==> src/rtl/fight_pkg.sv <==
// Shared state and option codes, the skill damage table and the LFSR seed
// for the fight screen sequencer.
package fight_pkg;

  typedef enum logic [5:0] {
    ST_MENU     = 6'd1,
    ST_CHOOSE   = 6'd2,
    ST_ANIM_P1  = 6'd3,
    ST_ANIM_P2  = 6'd4,
    ST_HPRED_P1 = 6'd5,
    ST_HPRED_P2 = 6'd6,
    ST_OVER     = 6'd7
  } fight_state_e;

  typedef enum logic [3:0] {
    OPT_TL = 4'd1,
    OPT_TR = 4'd2,
    OPT_BL = 4'd3,
    OPT_BR = 4'd4
  } option_e;

  typedef enum logic [2:0] {
    MV_NONE,
    MV_UP,
    MV_DOWN,
    MV_LEFT,
    MV_RIGHT
  } move_e;

  localparam logic [7:0] LFSR_SEED = 8'hA5;

  function automatic logic [7:0] skill_dmg(input logic [3:0] skill);
    logic [7:0] dmg;
    case (skill)
      4'd2:    dmg = 8'd20;
      4'd3:    dmg = 8'd30;
      4'd4:    dmg = 8'd40;
      default: dmg = 8'd10;
    endcase
    return dmg;
  endfunction

  // 2x2 grid navigation; moves off the edge leave the highlight where it is
  function automatic option_e move_option(input option_e opt, input move_e mv);
    option_e nxt;
    nxt = opt;
    case (mv)
      MV_LEFT: begin
        if (opt == OPT_TR) nxt = OPT_TL;
        else if (opt == OPT_BR) nxt = OPT_BL;
      end
      MV_RIGHT: begin
        if (opt == OPT_TL) nxt = OPT_TR;
        else if (opt == OPT_BL) nxt = OPT_BR;
      end
      MV_UP: begin
        if (opt == OPT_BL) nxt = OPT_TL;
        else if (opt == OPT_BR) nxt = OPT_TR;
      end
      MV_DOWN: begin
        if (opt == OPT_TL) nxt = OPT_BL;
        else if (opt == OPT_TR) nxt = OPT_BR;
      end
      default: nxt = opt;
    endcase
    return nxt;
  endfunction

endpackage

==> src/rtl/hp_drain.sv <==
// Paces an HP bar drain: one decrement every TICK_DIV cycles while active,
// tracking the damage still owed and flagging the tick that finishes it.
module hp_drain
  #(parameter int TICK_DIV = 2500000)
  (
    input  logic       clk,
    input  logic       rst,
    input  logic       clear,
    input  logic       start,
    input  logic       active,
    input  logic [7:0] damage,
    input  logic [7:0] cur_hp,
    output logic       dec,
    output logic       done
  );

  localparam int TW = (TICK_DIV > 1) ? $clog2(TICK_DIV) : 1;
  localparam logic [TW-1:0] TICK_LAST = TW'(TICK_DIV - 1);

  logic [TW-1:0] tick_cnt;
  logic [7:0]    pending;
  logic          tick;

  assign tick = active && (tick_cnt == TICK_LAST);
  assign dec  = tick && (cur_hp != 8'd0) && (pending != 8'd0);
  // finishing tick: either the owed damage or the HP itself runs out here
  assign done = tick && ((pending <= 8'd1) || (cur_hp <= 8'd1));

  always_ff @(posedge clk) begin
    if (rst || clear) begin
      tick_cnt <= '0;
      pending  <= 8'd0;
    end else begin
      if (start)
        pending <= damage;
      else if (dec)
        pending <= pending - 8'd1;

      if (!active || tick)
        tick_cnt <= '0;
      else
        tick_cnt <= tick_cnt + 1'b1;
    end
  end

endmodule

==> src/rtl/fight_controller.sv <==
// Fight screen sequencer: menu, skill choice, attack animations and HP drains.
// Define FIGHT_P2_RANDOM_EN to pick P2's skill from an 8-bit LFSR instead of always skill 1.
module fight_controller
  import fight_pkg::*;
  #(
    parameter int HP_MAX      = 200,
    parameter int TICK_DIV    = 2500000,
    parameter int ANIM_CYCLES = 50000000
  )
  (
    input  logic       clk,
    input  logic       rst,
    input  logic       key_up,
    input  logic       key_down,
    input  logic       key_left,
    input  logic       key_right,
    input  logic       key_enter,
    output logic [5:0] fight_state,
    output logic [3:0] option_state,
    output logic [7:0] p1_cur_hp,
    output logic [7:0] p2_cur_hp,
    output logic       game_over,
    output logic [1:0] winner
  );

  localparam int AW = (ANIM_CYCLES > 1) ? $clog2(ANIM_CYCLES) : 1;
  localparam logic [AW-1:0] ANIM_LAST = AW'(ANIM_CYCLES - 1);
  localparam logic [7:0]    HP_START  = 8'(HP_MAX);

  fight_state_e  state;
  option_e       option;
  logic [7:0]    p1_hp;
  logic [7:0]    p2_hp;
  logic [AW-1:0] anim_cnt;
  logic          anim_active;
  logic          anim_done;
  logic          restart;
  move_e         mv;

  logic          drain_active;
  logic          drain_start;
  logic          drain_dec;
  logic          drain_done;
  logic [7:0]    drain_dmg;
  logic [7:0]    drain_hp;

  assign anim_active  = (state == ST_ANIM_P1) || (state == ST_ANIM_P2);
  assign anim_done    = anim_active && (anim_cnt == ANIM_LAST);
  assign restart      = (state == ST_OVER) && key_enter;
  assign drain_active = (state == ST_HPRED_P1) || (state == ST_HPRED_P2);
  assign drain_hp     = (state == ST_HPRED_P1) ? p1_hp : p2_hp;

`ifdef FIGHT_P2_RANDOM_EN
  logic [7:0] lfsr;
  logic [3:0] p2_skill;

  // free-running x^8+x^6+x^5+x^4+1 sequence; P2's pick is frozen as ANIM_P1 ends
  always_ff @(posedge clk) begin
    if (rst) begin
      lfsr     <= LFSR_SEED;
      p2_skill <= 4'd1;
    end else begin
      lfsr <= {lfsr[6:0], lfsr[7] ^ lfsr[5] ^ lfsr[4] ^ lfsr[3]};
      if ((state == ST_ANIM_P1) && anim_done)
        p2_skill <= {2'b00, lfsr[1:0]} + 4'd1;
    end
  end
`else
  logic [3:0] p2_skill;
  assign p2_skill = 4'd1;
`endif

  always_comb begin
    mv = MV_NONE;
    if (key_up)         mv = MV_UP;
    else if (key_down)  mv = MV_DOWN;
    else if (key_left)  mv = MV_LEFT;
    else if (key_right) mv = MV_RIGHT;
  end

  // the single drain engine is loaded with P2's damage on skill confirm and with P1's damage as P2's drain ends
  always_comb begin
    drain_start = 1'b0;
    drain_dmg   = skill_dmg(p2_skill);
    if ((state == ST_CHOOSE) && key_enter) begin
      drain_start = 1'b1;
      drain_dmg   = skill_dmg(option);
    end else if ((state == ST_HPRED_P2) && drain_done) begin
      drain_start = 1'b1;
    end
  end

  hp_drain #(.TICK_DIV(TICK_DIV)) u_hp_drain (
    .clk    (clk),
    .rst    (rst),
    .clear  (restart),
    .start  (drain_start),
    .active (drain_active),
    .damage (drain_dmg),
    .cur_hp (drain_hp),
    .dec    (drain_dec),
    .done   (drain_done)
  );

  always_ff @(posedge clk) begin
    if (rst || restart) begin
      state     <= ST_MENU;
      option    <= OPT_TL;
      p1_hp     <= HP_START;
      p2_hp     <= HP_START;
      game_over <= 1'b0;
      winner    <= 2'd0;
      anim_cnt  <= '0;
    end else begin
      if (anim_active && !anim_done)
        anim_cnt <= anim_cnt + 1'b1;
      else
        anim_cnt <= '0;

      case (state)
        ST_MENU: begin
          if (key_enter) begin
            if (option == OPT_TL) state <= ST_CHOOSE;
          end else begin
            option <= move_option(option, mv);
          end
        end
        ST_CHOOSE: begin
          if (key_enter)
            state <= ST_ANIM_P1;
          else
            option <= move_option(option, mv);
        end
        ST_ANIM_P1: if (anim_done) state <= ST_HPRED_P2;
        ST_ANIM_P2: if (anim_done) state <= ST_HPRED_P1;
        ST_HPRED_P2: begin
          if (drain_dec) p2_hp <= p2_hp - 8'd1;
          if (drain_done) begin
            if (p2_hp <= 8'd1) begin
              state     <= ST_OVER;
              winner    <= 2'd1;
              game_over <= 1'b1;
            end else begin
              state <= ST_ANIM_P2;
            end
          end
        end
        ST_HPRED_P1: begin
          if (drain_dec) p1_hp <= p1_hp - 8'd1;
          if (drain_done) begin
            if (p1_hp <= 8'd1) begin
              state     <= ST_OVER;
              winner    <= 2'd2;
              game_over <= 1'b1;
            end else begin
              state  <= ST_MENU;
              option <= OPT_TL;
            end
          end
        end
        ST_OVER: state <= ST_OVER;
        default: state <= ST_MENU;
      endcase
    end
  end

  assign fight_state  = state;
  assign option_state = option;
  assign p1_cur_hp    = p1_hp;
  assign p2_cur_hp    = p2_hp;

endmodule

==> config.mk <==
export PLATFORM = sky130hd
export DESIGN_NAME = fight_controller
export DESIGN_NICKNAME = d
export VERILOG_FILES = /design/src/rtl/fight_pkg.sv /design/src/rtl/hp_drain.sv /design/src/rtl/fight_controller.sv
export SDC_FILE = /design/constraint.sdc
export NUM_CORES = 1
export LEC_CHECK = 0
export CAP_MARGIN = 20
export CORE_MARGIN = 2
export CORE_UTILIZATION = 29
export CTS_BUF_LIST = sky130_fd_sc_hd__clkbuf_16
export DETAILED_ROUTE_END_ITERATION = 8
export HOLD_SLACK_MARGIN = 0.02
export PLACE_DENSITY = 0.54
export SETUP_SLACK_MARGIN = 0.15
export SYNTH_ARGS = -nofsm -noshare
export SYNTH_HDL_FRONTEND = slang
export SYNTH_SLANG_ARGS = --single-unit
export TNS_END_PERCENT = 20
==> constraint.sdc <==
create_clock -name clk -period 3.9 [get_ports clk]
set_clock_uncertainty 0.2 [all_clocks]
set_input_delay 1.17 -clock clk [delete_from_list [all_inputs] [get_ports clk]]
set_output_delay 1.17 -clock clk [all_outputs]
set_load 0.01 [all_outputs]
==> impl_metrics.py, run 1 <==
metrics = {
    "timing": {
        "fmax_mhz": 329,
        "setup_violations": 0,
        "finalHoldViolations": 0,
        "maxSlewHeadroom": 0.478,
        "min_period_ns": 3.04,
        "timing.hold.ws_ns": 0.258,
        "grt_setup_unrepaired": "no",
        "slew_viol_final": 0,
        "fin_setup_tns_ns": 0,
        "max_slew.worst_pin.slew_ns": 0.772,
        "period_share": 0.780,
    },
    "placement": {
        "dp.cells": 696,
        "gp_congestion": 0.779,
        "dp_hpwl_um": 6650,
        "placed_area_mm2": 0.00464,
        "io_buffers": 31,
    },
    "finish": {
        "nets": 542,
        "drive_gt1_frac": 0.0714,
        "fin_area_mm2": 0.00493,
        "n_antenna_cell": 0,
        "fin_cells": 712,
        "syn2layout_area_growth_pct": 18.4,
    },
    "synth": {
        "synth_edf_count": 0,
        "yosysTopAreaCellShare": 0.389,
        "ys_seq_area_frac": 0.389,
        "synth.largest_area_cell": "dfxtp_1",
        "async_flop_share": 0,
        "ys_ff_latch": 81,
        "syn_inst": 498,
        "syn_area_mm2": 0.00416,
        "synth_area_per_cell_um2": 8.36,
        "yosysMostFrequentCell": "nor2_1",
        "synthTopCellsByArea": "dfxtp_1, nor2_1, xor2_1",
        "synth_common_cells": "nor2_1, dfxtp_1, nand2_1, nand3_1, xor2_1",
        "synth-main-ff-cell": "dfxtp_1",
        "synth_warnings": 0,
        "synthDistinctLibCells": 65,
    },
    "setup_path": {
        "cp-start-kind": "flip-flop",
        "cp-end-kind": "flip-flop",
        "path_max_fanout": 15,
        "worstSetupPathType": "reg2reg",
        "cp.required_ns": 3.92,
        "cp-startpoint": "fight_state[1]",
        "worst-endpoint-arrival_ns": 3.06,
        "r2r-start": "fight_state[1]",
    },
    "grt": {
        "grt-ovfl-total": 0,
        "track_usage": 0.127,
        "grt_pass1_wl_um": 15800,
        "grt_max_degree": 26,
        "antenna_found_initial": 0,
        "grt_pass1_vias": 3450,
    },
    "floorplanning": {
        "die_w_um": 124,
        "num_rows": 43,
        "start_util": 0.299,
        "core_area_mm2": 0.0139,
        "ioPinCount": 36,
        "die-area_mm2": 0.0153,
        "die_h_um": 124,
    },
    "clock_tree": {
        "cts_buffers": 9,
        "cts.path.max_buffers": 2,
        "cts-hold-fix-buffers": 0,
        "cts_resized": 0,
        "cts_root_buf": "clkbuf_16",
        "cts_setup_buffers": 0,
        "clk_latency_ns": 0.33,
        "cts_tree": "built",
        "htreeDepth": 3,
        "clkSinkCount": 81,
        "path_clk_slew_ns": 0.06,
    },
    "power": {
        "power.density_mw_per_mm2": 421,
        "p_leak_nw": 1.61,
        "total_power_mw": 2.08,
        "vdd_drop_max_mv": 0.283,
    },
    "hold_path": {
        "min-delay-start": "game_over",
        "min_path_type": "reg2reg",
    },
    "run": {
        "cap_violations": 0,
    },
    "detailed_routing": {
        "drt_wl_total_um": 9210,
        "via_count": 3570,
        "drc_errors": 0,
        "wl_per_cell_um": 12.9,
        "avgViaCountPerCell": 5.01,
        "ant_nets": 0,
        "drt-pass1-iter-count": 4,
        "first_iter_violations": 134,
    },
    "outcome": {
        "status": "finished, final reports clean",
    },
}
-- where the power goes --
part / switching (mW) / internal (mW)
clock: 0.336 / 0.494
sequential: 0.0479 / 0.853
combinational: 0.197 / 0.148
-- layout by cell type (no fill, tap or decap), types with 16 or more instances in the layout --
cell type / n
nor2_1: 85
dfxtp_1: 81
clkdlybuf4s50_1: 31
nand2_1: 27
nand3_1: 27
xor2_1: 26
xnor2_1: 25
a21oi_1: 19
inv_1: 17
o21ai_0: 17
nand4_1: 16
-- final timing paths --
kind	slack (ns)	to	depth (start not counted)
worst max-delay path	0.86	winner[0]	6
worst min register to register	0.26	game_over	2
worst max register to register	0.86	winner[0]	6
worst min-delay path	0.26	game_over	2
-- per-layer routing --
layer / track usage / share of wire / wire (um) / up-vias
li1: - / - / - / 1827
met1: 0.164 / 0.49 / 4540 / 1666
met2: 0.206 / 0.46 / 4230 / 63
met3: 0.0270 / 0.031 / 287 / 14
met4: 0.0526 / 0.017 / 152 / 0
met5: 0 / 0 / 0 / -
-- per-stage QoR --
step	setup WS, ns	util
global placement	0.708	0.333
global route	0.709	0.354
CTS	0.879	0.354
detailed placement	0.659	0.333
floorplan	1.10	-
finish	0.859	0.354
-- registers in the layout, summed over array words and instances, names as in the netlist --
register and cells:
u_hp_drain.pending 8, u_hp_drain.tick_cnt 22, game_over 1, option_state 3, p2_cur_hp 8, fight_state 3, anim_cnt 26, winner 2
p1_cur_hp 8
-- critical path, cell delays in order, from the launching register on --
cell and delay [ns]:
dfxtp_1 0.58, and3b_1 0.34, or4_4 0.58, a311oi_4 0.45, or4b_4 0.55, mux2i_1 0.17
nor2_1 0.06
-- layout make-up --
class	count	area, um2
clock inverter	7	71.3
multi-input combinational	382	2380
sequential	81	1620
inverter	17	63.8
clock buffer	9	225
fill	1403	9000
timing repair buffer	36	348
tap	180	225
-- logic make-up after synthesis --
group                    synth area share
flip-flops                          0.389
adder cells (fa/ha/maj)            0.0240
other                            0.000901
multiplexers                      0.00481
XOR/XNOR                            0.107
AND/OR/NAND/NOR                     0.303
buffers and inverters              0.0424
AO/OA/AOI/OAI                       0.128
No activity file was read; power rests on OpenSTA's default activity.
==> run 2, diff against run 1 <==
--- a/config.mk
+++ b/config.mk
@@ -11,7 +11,7 @@
 export CTS_BUF_LIST = sky130_fd_sc_hd__clkbuf_16
 export DETAILED_ROUTE_END_ITERATION = 8
 export HOLD_SLACK_MARGIN = 0.02
-export PLACE_DENSITY = 0.54
+export PLACE_DENSITY = 0.55
 export SETUP_SLACK_MARGIN = 0.15
 export SYNTH_ARGS = -nofsm -noshare
 export SYNTH_HDL_FRONTEND = slang
==> constraint.sdc (replaced) <==
create_clock -name clk -period 2.7 [get_ports clk]
set_clock_uncertainty 0.2 [all_clocks]
set_input_delay 0.81 -clock clk [delete_from_list [all_inputs] [get_ports clk]]
set_output_delay 0.81 -clock clk [all_outputs]
set_load 0.01 [all_outputs]
==> run 2 against run 1 <==
  * Routed wire length up 5.4%
  * Maximum frequency grew 15%
  * First-iteration DRC count up 30%
  * Clock-buffer cell count unchanged
  * Cell count up 5.1%
  * Register-to-register slack got worse by 0.81 ns
  * Worst setup slack got worse by 0.81 ns
  * Hold slack worse by 0.034 ns
  * Combinational power rose by 76%
  * Global-route usage grew 0.67 points
  * Die area stayed put
  * Non-clock buffer count grew 36
  * Critical path type unchanged
  * Critical endpoint is now winner[1]
  * Highest routed layer unchanged
==> impl_metrics.py, run 2 (synthesis results as in run 1) <==
metrics = {
    "outcome": {
        "status": "finished, final reports clean",
    },
    "clock_tree": {
        "clkSinkCount": 81,
        "cts_tree": "built",
        "path_clk_slew_ns": 0.06,
        "clk_latency_ns": 0.35,
        "cts.path.max_buffers": 2,
        "cts_buffers": 9,
        "cts_root_buf": "clkbuf_16",
        "htreeDepth": 3,
    },
    "finish": {
        "largest_reg_flops": 26,
        "max_flop_register": "anim_cnt",
        "reg.largest.list": "anim_cnt: 26 flops, u_hp_drain.tick_cnt: 22 flops",
        "syn2layout_area_growth_pct": 28.8,
        "mostFrequentLayoutCell": "nor2_1",
        "fin_cells": 748,
        "utilization": 0.385,
        "n_antenna_cell": 0,
        "final_cell_mix": "nor2_1, dfxtp_1, buf_4",
        "fin_area_mm2": 0.00537,
        "nets": 578,
        "drive_gt1_frac": 0.173,
    },
    "timing": {
        "fmax_mhz": 377,
        "slew_viol_final": 0,
        "finalHoldViolations": 0,
        "min_period_ns": 2.65,
        "timing.hold.ws_ns": 0.224,
        "setup_violations": 0,
        "grt_setup_unrepaired": "yes",
        "fin_ws_ns": 0.0460,
        "period_share": 0.983,
        "fin_setup_tns_ns": 0,
    },
    "detailed_routing": {
        "avgViaCountPerCell": 4.98,
        "drt-pass1-iter-count": 5,
        "ant_nets": 0,
        "first_iter_violations": 174,
        "top_layer": "met4",
        "via_count": 3728,
        "met1_length_um": 4550,
        "drc_errors": 0,
        "wl_per_cell_um": 13.0,
        "dr_wl_met3_um": 403,
        "drt_wl_total_um": 9710,
        "wl_met2_um": 4530,
    },
    "setup_path": {
        "cp-startpoint": "p2_cur_hp[4]",
        "cp-start-kind": "flip-flop",
        "worstSetupPathType": "reg2reg",
        "max_stage_delay_ns": 0.54,
        "worst-endpoint-arrival_ns": 2.69,
        "r2r-end": "winner[1]",
        "r2r_cells": 6,
        "crit_chain": "or4_4 -> or4_4 -> a311oi_4 -> or4b_4 -> mux2i_1 -> nor2_1",
        "cp.required_ns": 2.73,
        "r2r-start": "p2_cur_hp[4]",
        "crit_path_top_delay_cell": "or4_4",
        "crit_path_frequent_cell": "or4_4",
        "path_max_fanout": 3,
        "ff2ff_setup_slack_ns": 0.05,
        "cp-end-kind": "flip-flop",
    },
    "floorplanning": {
        "ioPinCount": 36,
        "die_h_um": 124,
        "num_rows": 43,
        "die_w_um": 124,
        "die-area_mm2": 0.0153,
        "core_area_mm2": 0.0139,
        "start_util": 0.299,
    },
    "hold_path": {
        "whs_endpoint": "u_hp_drain.tick_cnt[0]",
        "min-delay-start": "u_hp_drain.tick_cnt[0]",
        "min_path_type": "reg2reg",
        "timing.hold.worst_path_depth": 1,
    },
    "power": {
        "vdd_drop_max_mv": 0.334,
        "p_leak_nw": 1.85,
        "power.density_mw_per_mm2": 556,
        "total_power_mw": 2.98,
    },
    "placement": {
        "post-place-ws_ns": 0.00724,
        "placed_area_mm2": 0.00494,
        "dp.cells": 729,
        "io_buffers": 31,
        "dp_hpwl_um": 6940,
        "gp_congestion": 0.836,
    },
    "grt": {
        "grt-ovfl-total": 0,
        "grt_pass1_wl_um": 16300,
        "antenna_found_initial": 0,
        "track_usage": 0.134,
        "grt_pass1_vias": 3621,
        "grt_max_degree": 26,
    },
    "run": {
        "cap_violations": 0,
    },
}
## run 2: cell types whose count changed in the layout (fill, tap and decap cells not counted), moves of 3 or more
| cell | previous run | this run |
|---|---|---|
| buf_4 | 5 | 34 |
| buf_6 | 0 | 4 |
| dfxtp_1 | 81 | 77 |
| buf_12 | 0 | 3 |
| dfxtp_2 | 0 | 3 |
## run 2: routing by layer
layer / track usage / up-vias
met5: 0 / -
met4: 0.0604 / 0
met3: 0.0366 / 22
met2: 0.216 / 78
met1: 0.166 / 1732
li1: - / 1896
## run 2: cell type report
class	instances	area, um2
flip-flops and latches	81	1630
repair buffers	72	671
fillers	1390	8570
inverters	17	63.8
clock inverters	7	37.5
multi-input cells	382	2510
clock buffers	9	225
well taps	180	225
## run 2: worst max-delay path, delay by kind of cell, from the launching register on
family           cells  cell delay (ns)
AND/OR/NAND/NOR      4             1.59
flip-flops           1             0.32
AO/OA/AOI/OAI        1             0.26
multiplexers         1             0.17
## run 2: repair_timing
item / CTS / global route
resized for setup: 7 / 26
pin swaps: 1 / 28
hold buffers: 0 / 0
endpoints found under the setup margin: 42 / 27
setup buffers: 0 / 3
## run 2: how the worst max path moves through the flow
| stage | cells after the start | slack (ns) | endpoint |
|---|---|---|---|
| after detailed placement | 7 | 0.007 | fight_state[0] |
| final | 6 | 0.05 | winner[1] |
| after global placement | 6 | 0.04 | u_hp_drain.pending[1] |
| after floorplan | 6 | 0.05 | winner[0] |
| after global routing | 6 | -0.04 | winner[1] |
| after CTS | 6 | 0.04 | winner[1] |
## run 2: report_power, final
| part | switching (mW) | internal, mW | total, mW |
|---|---|---|---|
| Clock | 0.489 | 0.611 | 1.10 |
| Combinational | 0.338 | 0.269 | 0.607 |
| Sequential | 0.0425 | 1.23 | 1.27 |
